==> src/rtl/vga_text_pkg.sv <==
// Shared constants and types for the VGA text path. The text controller and
// the console engine both take their screen geometry from here.
package vga_text_pkg;

    localparam int CHARS_X      = 80;
    localparam int CHARS_Y      = 60;
    localparam int SCREEN_CELLS = CHARS_X * CHARS_Y;
    localparam int ADDR_W       = 13;

    localparam logic [7:0] BLANK_CHAR = 8'h20;

    // Control codes interpreted by the console
    localparam logic [7:0] LF = 8'h0A;
    localparam logic [7:0] CR = 8'h0D;
    localparam logic [7:0] BS = 8'h08;
    localparam logic [7:0] FF = 8'h0C;

    typedef enum logic [1:0] {
        IDLE,
        CLR_LINE,
        CLR_SCREEN
    } state_t;

    // Bytes that land in text RAM as glyphs rather than being interpreted
    function automatic logic is_printable(input logic [7:0] b);
        return (b >= 8'h20) && (b <= 8'h7E);
    endfunction

endpackage

==> src/rtl/vga_text_console.sv <==
// Character-stream terminal engine feeding the VGA text controller's CPU
// write port. Tracks an 80x60 cursor, writes printable bytes, interprets
// LF/CR/BS/FF and blanks each row as the cursor enters it.
module vga_text_console
    import vga_text_pkg::*;
(
    input  logic              clk_pixel,
    input  logic              rst,
    input  logic              char_valid,
    input  logic [7:0]        char_in,
    output logic              char_ready,
    input  logic              cls_req,
    output logic              cpu_write_enable,
    output logic [ADDR_W-1:0] cpu_addr,
    output logic [7:0]        cpu_char_in,
    output logic [6:0]        cursor_x,
    output logic [5:0]        cursor_y,
    output logic              busy
);

    localparam logic [6:0]        LAST_COL    = 7'(CHARS_X - 1);
    localparam logic [5:0]        LAST_ROW    = 6'(CHARS_Y - 1);
    localparam logic [ADDR_W-1:0] ROW_STRIDE  = ADDR_W'(CHARS_X);
    localparam logic [ADDR_W-1:0] SCREEN_DONE = ADDR_W'(SCREEN_CELLS);

    state_t              state, state_d;
    logic [6:0]          cursor_x_d;
    logic [5:0]          cursor_y_d;
    // cursor_y * CHARS_X, kept by stepping so no multiplier is needed
    logic [ADDR_W-1:0]   row_base, row_base_d;
    logic [ADDR_W-1:0]   clr_cnt, clr_cnt_d;
    logic                we_d;
    logic [ADDR_W-1:0]   addr_d;
    logic [7:0]          data_d;

    logic [ADDR_W-1:0]   cur_addr;
    logic [5:0]          next_row;
    logic [ADDR_W-1:0]   next_row_base;

    // A clear request always wins over a byte offered in the same cycle
    assign char_ready = (state == IDLE) && !cls_req;
    assign busy       = (state != IDLE);

    // Cell under the cursor and the row/base the cursor moves to on a newline
    always_comb begin
        cur_addr      = row_base + ADDR_W'(cursor_x);
        next_row      = (cursor_y == LAST_ROW) ? 6'd0 : cursor_y + 6'd1;
        next_row_base = (cursor_y == LAST_ROW) ? '0 : row_base + ROW_STRIDE;
    end

    // Next-state, cursor movement and write-port values
    always_comb begin
        // NOTE: every signal gets a default first so no path leaves one unassigned, which would infer a latch.
        state_d    = state;
        cursor_x_d = cursor_x;
        cursor_y_d = cursor_y;
        row_base_d = row_base;
        clr_cnt_d  = clr_cnt;
        we_d       = 1'b0;
        addr_d     = cpu_addr;
        data_d     = cpu_char_in;

        case (state)
            IDLE: begin
                if (cls_req || (char_valid && char_in == FF)) begin
                    state_d    = CLR_SCREEN;
                    clr_cnt_d  = '0;
                    cursor_x_d = '0;
                    cursor_y_d = '0;
                    row_base_d = '0;
                end else if (char_valid) begin
                    if (is_printable(char_in)) begin
                        we_d   = 1'b1;
                        addr_d = cur_addr;
                        data_d = char_in;
                        if (cursor_x == LAST_COL) begin
                            cursor_x_d = '0;
                            cursor_y_d = next_row;
                            row_base_d = next_row_base;
                            clr_cnt_d  = '0;
                            state_d    = CLR_LINE;
                        end else begin
                            cursor_x_d = cursor_x + 7'd1;
                        end
                    end else begin
                        case (char_in)
                            LF: begin
                                cursor_x_d = '0;
                                cursor_y_d = next_row;
                                row_base_d = next_row_base;
                                clr_cnt_d  = '0;
                                state_d    = CLR_LINE;
                            end
                            CR: cursor_x_d = '0;
                            BS: begin
                                // No reverse wrap onto the previous row
                                if (cursor_x != 7'd0) begin
                                    cursor_x_d = cursor_x - 7'd1;
                                    we_d       = 1'b1;
                                    addr_d     = cur_addr - ADDR_W'(1);
                                    data_d     = BLANK_CHAR;
                                end
                            end
                            default: ;
                        endcase
                    end
                end
            end

            // One idle cycle after the last blank before accepting bytes again
            CLR_LINE: begin
                if (clr_cnt == ROW_STRIDE) begin
                    state_d = IDLE;
                end else begin
                    we_d      = 1'b1;
                    addr_d    = row_base + clr_cnt;
                    data_d    = BLANK_CHAR;
                    clr_cnt_d = clr_cnt + ADDR_W'(1);
                end
            end

            CLR_SCREEN: begin
                if (clr_cnt == SCREEN_DONE) begin
                    state_d = IDLE;
                end else begin
                    we_d      = 1'b1;
                    addr_d    = clr_cnt;
                    data_d    = BLANK_CHAR;
                    clr_cnt_d = clr_cnt + ADDR_W'(1);
                end
            end

            default: state_d = IDLE;
        endcase
    end

    // State, cursor and registered write port; reset restarts a full clear
    always_ff @(posedge clk_pixel or posedge rst) begin
        if (rst) begin
            state            <= CLR_SCREEN;
            cursor_x         <= '0;
            cursor_y         <= '0;
            row_base         <= '0;
            clr_cnt          <= '0;
            cpu_write_enable <= 1'b0;
            cpu_addr         <= '0;
            cpu_char_in      <= BLANK_CHAR;
        end else begin
            // NOTE: non-blocking assignments so every register samples the pre-edge values.
            state            <= state_d;
            cursor_x         <= cursor_x_d;
            cursor_y         <= cursor_y_d;
            row_base         <= row_base_d;
            clr_cnt          <= clr_cnt_d;
            cpu_write_enable <= we_d;
            cpu_addr         <= addr_d;
            cpu_char_in      <= data_d;
        end
    end

endmodule

==> config.mk <==
export PLATFORM = sky130hd
export DESIGN_NAME = vga_text_console
export DESIGN_NICKNAME = d
export VERILOG_FILES = /design/src/rtl/vga_text_pkg.sv /design/src/rtl/vga_text_console.sv
export SDC_FILE = /design/constraint.sdc
export NUM_CORES = 1
export LEC_CHECK = 0
export CORE_UTILIZATION = 57
export CTS_CLUSTER_DIAMETER = 100
export DETAILED_ROUTE_END_ITERATION = 8
export MAX_ROUTING_LAYER = met4
export PLACE_DENSITY = 0.9
export SYNTH_ARGS = -nofsm -noshare
export SYNTH_HDL_FRONTEND = slang
export SYNTH_SLANG_ARGS = --single-unit
==> constraint.sdc <==
create_clock -name clk_pixel -period 3.4 [get_ports clk_pixel]
set_clock_uncertainty 0.05 [all_clocks]
set_input_delay 1.02 -clock clk_pixel [delete_from_list [all_inputs] [get_ports clk_pixel]]
set_output_delay 1.02 -clock clk_pixel [all_outputs]
set_load 0.05 [all_outputs]
After elaboration in Yosys (flattened, before gate mapping):

Index checks and enable logic that the tools add are counted.

* bits in registers: 63
* output and inout port bits: 37
* word-level logic and storage cells: 117

* add/subtract/negate cells: 8
* order comparisons: 2
* equality and inequality tests: 23
* multiplexer cells: 58
* reduce and logical (&&, ||, !) cells: 18

Operators with widths (count)
* $mux 13: 20
* $pmux 13 s3: 2
* $mux 8: 7
* $mux 6: 6
* $mux 7: 5
* $eq 8x4->1 const B: 4
* $pmux 8 s3: 1
* $mux 2: 7
* $pmux 7 s2: 1
* $add 13x1->13 const B: 1
* $add 13x13->13: 1
* $add 13x7->13: 1
* $add 13x7->13 const B: 1
* $eq 13x13->1 const B: 1
* $eq 13x7->1 const B: 1
* $sub 13x1->13 const B: 1
* $ne 2x2->1 const B: 6
* $ge 8x6->1 const B: 1
* $le 8x7->1 const B: 1
* $reduce_and 4->1: 2
* $add 7x1->7 const B: 1
* $eq 7x7->1 const B: 1
* $mux 1: 7
* $reduce_and 7->1: 1
* 23 further kinds: 29

Longest topological paths before layout:

Gate-level depths: netlist of the first run.

* depth in word-level cells: 8
* depth in mapped cells: 12
* mapped depth without buffers: 9

Worst setup path before layout of the first run:

OpenSTA, ideal clock, no wires.

* kind: input to register
* start: input port char_in[7]
* end: register cpu_addr[8]
* library setup time: 0.126 ns
* arrival time: 3.073 ns
* required time: 3.224 ns
* path slack: 0.151 ns
* cell stages on the path: 8
* buffers on the path: 2
* path through: or4b_4 > or4b_1 > clkbuf_2 > o21ai_2 > a31o_4 > nand2_4 > buf_6 > a221o_1

* longest elaborated chain between the ends: 6
* elaborated cells between the ends (all ways): 15
* those cells by class: order compare (2); eq/ne (5); mux (4); reduce/logical (4)

RTL lines
* start: declaration: RTL line vga_text_console.sv:10 `input logic [7:0] char_in,`
* $ge 8x6->1 / $le 8x7->1 (equally long branches): RTL line vga_text_pkg.sv:26 `return (b >= 8'h20) && (b <= 8'h7E);`
* $logic_and 1x1->1: RTL line vga_text_pkg.sv:26
* $mux 13: RTL line vga_text_console.sv:72 `if (is_printable(char_in)) begin`
* $mux 13: RTL line vga_text_console.sv:71 `end else if (char_valid) begin`
* $mux 13: RTL line vga_text_console.sv:65 `if (cls_req || (char_valid && char_in == FF)) begin`
* $pmux 13 s3: RTL line vga_text_console.sv:63 `case (state)`
* end signal: assignment: RTL line vga_text_console.sv:156 `cpu_addr <= addr_d;`
* end: declaration: RTL line vga_text_console.sv:14 `output logic [ADDR_W-1:0] cpu_addr,`

Several ways; a longest one is shown, not always the timed one. The select of a mux whose other input is x is not followed.
A chain may end at the register's enable or synchronous reset.

Worst setup path in the final report of the first run:

* start: input port char_in[7]
* end: register cpu_addr[12]

Same word-level chain as after synthesis.

==> results.md, run 1 <==
* Port bufs at 48
* Final setup slack of the worst path at between 80 and 90 ps
* Post-Route Setup TNS at 0 ps
* Worst setup slack for register-to-register paths at 390 ps
* Number of H-tree levels at 3
* Clock buffer depth at 2
* Pre-CTS setup slack at -261 ps
* Residual antenna-violating net count after detailed routing at 0
* Top-area cell type share of the netlist area at 32.4%
* Total vias in the final route at ~4500
* Number of instances in the placed design at 699
* Number of cells on the worst reg-to-reg path at 10
* Total Routed Length at 12000 um
* End of the worst hold path: cpu_addr[2]
* Worst path slowest cell: or4b_4
* Class of the most critical setup path: input pin to flip-flop
* Number of sinks on the clock net at 59
* Max VDD drop at 526 uV
* Number of cells traversed by the worst hold path at 2
* I/O pin cnt at 49
* Critical path fanouts, max at 4
* Cell types with the largest area share after synthesis: dfrtp_1 (32%), nand2_1 (8.2%), o21ai_0 (6.7%)
* Worst skew pair latency at 350 ps
* Number of antenna repair diodes at 0
* Standby leakage power at approximately 2.3 nW
* Number of vias per cell at between 6 and 7
* Net count reported at finish at around 650
* Share of the clock period used by the worst path after layout at 97.4%
* TritonCTS Buffers at 9
* CTS Root Cell: clkbuf_8
* Die Outline Area at ~0.0081 sq mm
* GPL Wtd Cong at 0.976
* Warnings, synthesis at 0
* Fillers at 522
* Share of flip-flops with an asynchronous set or reset at 100%
* Fraction of layout cells with a size suffix above 1 at 10.6%
* Max Freq at 302 MHz
* HPWL reported at the end of detailed placement at 8500 um
* Worst path arrival time at 3490 ps
* Post-synthesis cell area at ~0.0044 sq mm
* Startpoint Class: input pin
* Minimum clock period at 3310 ps
* Count of different cell masters after synthesis at 67
* Biggest cell delay along the critical path at 560 ps
* R2R Path End: cpu_addr[8]
* Per-instance average area after synthesis at approximately 8 sq um
* Power density cells at approximately 780 mW/mm^2
* Total Routing Usage GR at 32.0%
* Primary flip-flop cell chosen by synthesis mapping: dfrtp_1
* Actual slew at the worst max-slew pin at 1120 ps
* Hold path start: cpu_addr[2]
* Sw Ratio at 48.4%
* Via count of the first global-routing pass at roughly 4200
* Register area at 0.00148 sq mm
* Antenna violations before repair at 0
* Core Region at about 0.0074 sq mm
* Power share of the sequential group at 26.7%
* Clock power share at between 10% and 20%
* CTS tree: yes
* Cell type with the highest aggregate area in the netlist: dfrtp_1
* Req. time, crit path at 3580 ps
* Number of instances in the synthesized netlist at 555
* Leading cell type in the layout, fill and taps excluded: nand2_1
* Power spent charging and discharging nets at 2.03 mW
* # DRC at 0
* Routed wire per std cell at 16.8 um
* Area of the multi-input gates at 0.00272 sq mm
* First DRT Iteration DRCs at 327
* Quantity of hold-fixing buffers added after cts at 0
* Cell-by-cell listing of the critical path: clkdlybuf4s50_1 > or4b_4 > or4b_1 > o21ai_2 > a31o_4 > buf_12 > nand4_1 > a21oi_2 > a211oi_1
* Layout Cells excl Fill at 715
* Cell-internal power at 2.17 mW
* Width of the die at 89.9 um
* Layout overhead on the synthesized area at 22.1%
* Combinational share of power at 55.8%
* Min-Delay Path Class: flip-flop to flip-flop
* Post-CTS clock slew at the launch and capture registers of the worst setup and hold paths at 70 ps
* Drt first pass iters at 5
* Starting utilization of the core area at 59.7%
* Final number of hold-violating endpoints at 0
* Type of element capturing the critical path: flip-flop
* Cell Rows at 31
* Synthesized Nets at 590
* Commonest non-fill, non-tap cells in the layout: nand2_1 (96), o21ai_0 (59), dfrtp_1 (57)
* Synthesized flop and latch total at 59
* Share of synthesized area occupied by flip-flops and latches at approximately a third
* Tightest slew margin relative to the limit at 25.4%
* Max-cap check violation count at 0
* Reg2Reg Launch Point: cursor_x[1]
* Total congestion overflow after global routing at 0
* Number of pins with negative max-slew slack in the final report at 0
* Largest net degree at the start of global routing at 39
* Endpoints failing setup at 0
* Count of flip-flops with a built-in enable after synthesis at 0
* Setup repair after global routing missed its margin: false
* Status: complete, no violations
* First-pass GRT wire length at 20400 um
* Die boundary height at about 90 um
[cells by family after synthesis]
group / Yosys count / synth area share [%]
xor gates and xnor gates: 26 / 5.17
muxes: 4 / 0.909
DFF: 59 / 33.6
buffers and inverters: 51 / 4.69
adders and majority gates: 23 / 6.54
other: 1 / 0.0852
AOI/OAI and AO/OA: 156 / 22.5
and+or+nand+nor: 235 / 26.5
[cell usage after synthesis (7+ instances only)]
library cell	n
nand2_1	96
o21ai_0	59
dfrtp_1	57
nor2_1	36
a21oi_1	29
clkbuf_1	28
ha_1	23
nand3_1	21
inv_1	16
nor3_1	16
xnor2_1	14
nand3b_1	12
xor2_1	12
and3_1	11
o221ai_1	10
nand4_1	8
o31ai_1	7
[registers in the layout, indices dropped and copies added, names as in the netlist]
name,count
state,2
cursor_x,7
row_base,9
clr_cnt,13
cursor_y,6
cpu_addr,13
cpu_write_enable,1
cpu_char_in,8
[metal layers]
metal,part of all wire (%),global-route usage [%],routed length [um]
met1,42,41.4,5020
met2,48,50.4,5750
met3,7.4,5.67,885
met4,2.8,12.2,335
met5,0,-,0
[worst max-delay path by stage]
stage / from / to
finish: char_in[7] / cpu_addr[12]
global placement: char_in[7] / cursor_x[4]
global route: char_in[7] / cpu_addr[8]
detailed placement: char_in[7] / cpu_addr[12]
CTS: char_in[7] / cpu_addr[12]
floorplan: char_in[7] / cpu_addr[8]
[power by group through the flow]
stage          Sequential (mW)  Clock, mW  Combinational [mW]
3_5_place_dp              1.13          0                2.29
4_1_cts                   1.12      0.734                2.32
5_1_grt                   1.15      0.762                2.54
3_3_place_gp              1.11          0                2.23
6_report                  1.12      0.736                2.35
2_1_floorplan             1.49          0                1.21
[through the flow]
stage | utilization [%] | power (mW) | instance area, sq um | hold slack [ps]
after floorplan | - | 2.70 | 4400 | 460
after global placement | 69.9 | 3.34 | 5150 | 412
after detailed placement | 69.9 | 3.42 | 5150 | 423
after CTS | 72.8 | 4.17 | 5370 | 439
after global routing | 72.9 | 4.45 | 5370 | 454
final | 72.9 | 4.21 | 5370 | 430
[repair_timing]
item                       CTS  global route
buffers inserted             0             0
setup endpoints to repair    0             3
gates resized for setup      0             2
[final cells by class]
| class | instances | share of cell area, % |
|---|---|---|
| Multi-Input combinational cell | 445 | 50.7 |
| Sequential cell | 59 | 27.5 |
| Timing Repair Buffer | 80 | 14.3 |
| Clock buffer | 11 | 2.63 |
| Tap cell | 99 | 2.31 |
| Clock inverter | 5 | 1.44 |
| Inverter | 16 | 1.12 |
[critical path: cells and delay by family]
kind            cells  cell delay, ps
buf+inv             2             520
compound gates      4             710
simple gates        3            1240
Note: power is estimated with default switching activity, not from simulation.
==> run 2: changes to the inputs <==
Settings changed: GPL_ROUTABILITY_DRIVEN set to 1.
==> results of run 2 <==
Final layout, timing and power as in run 1 (identical DEF).
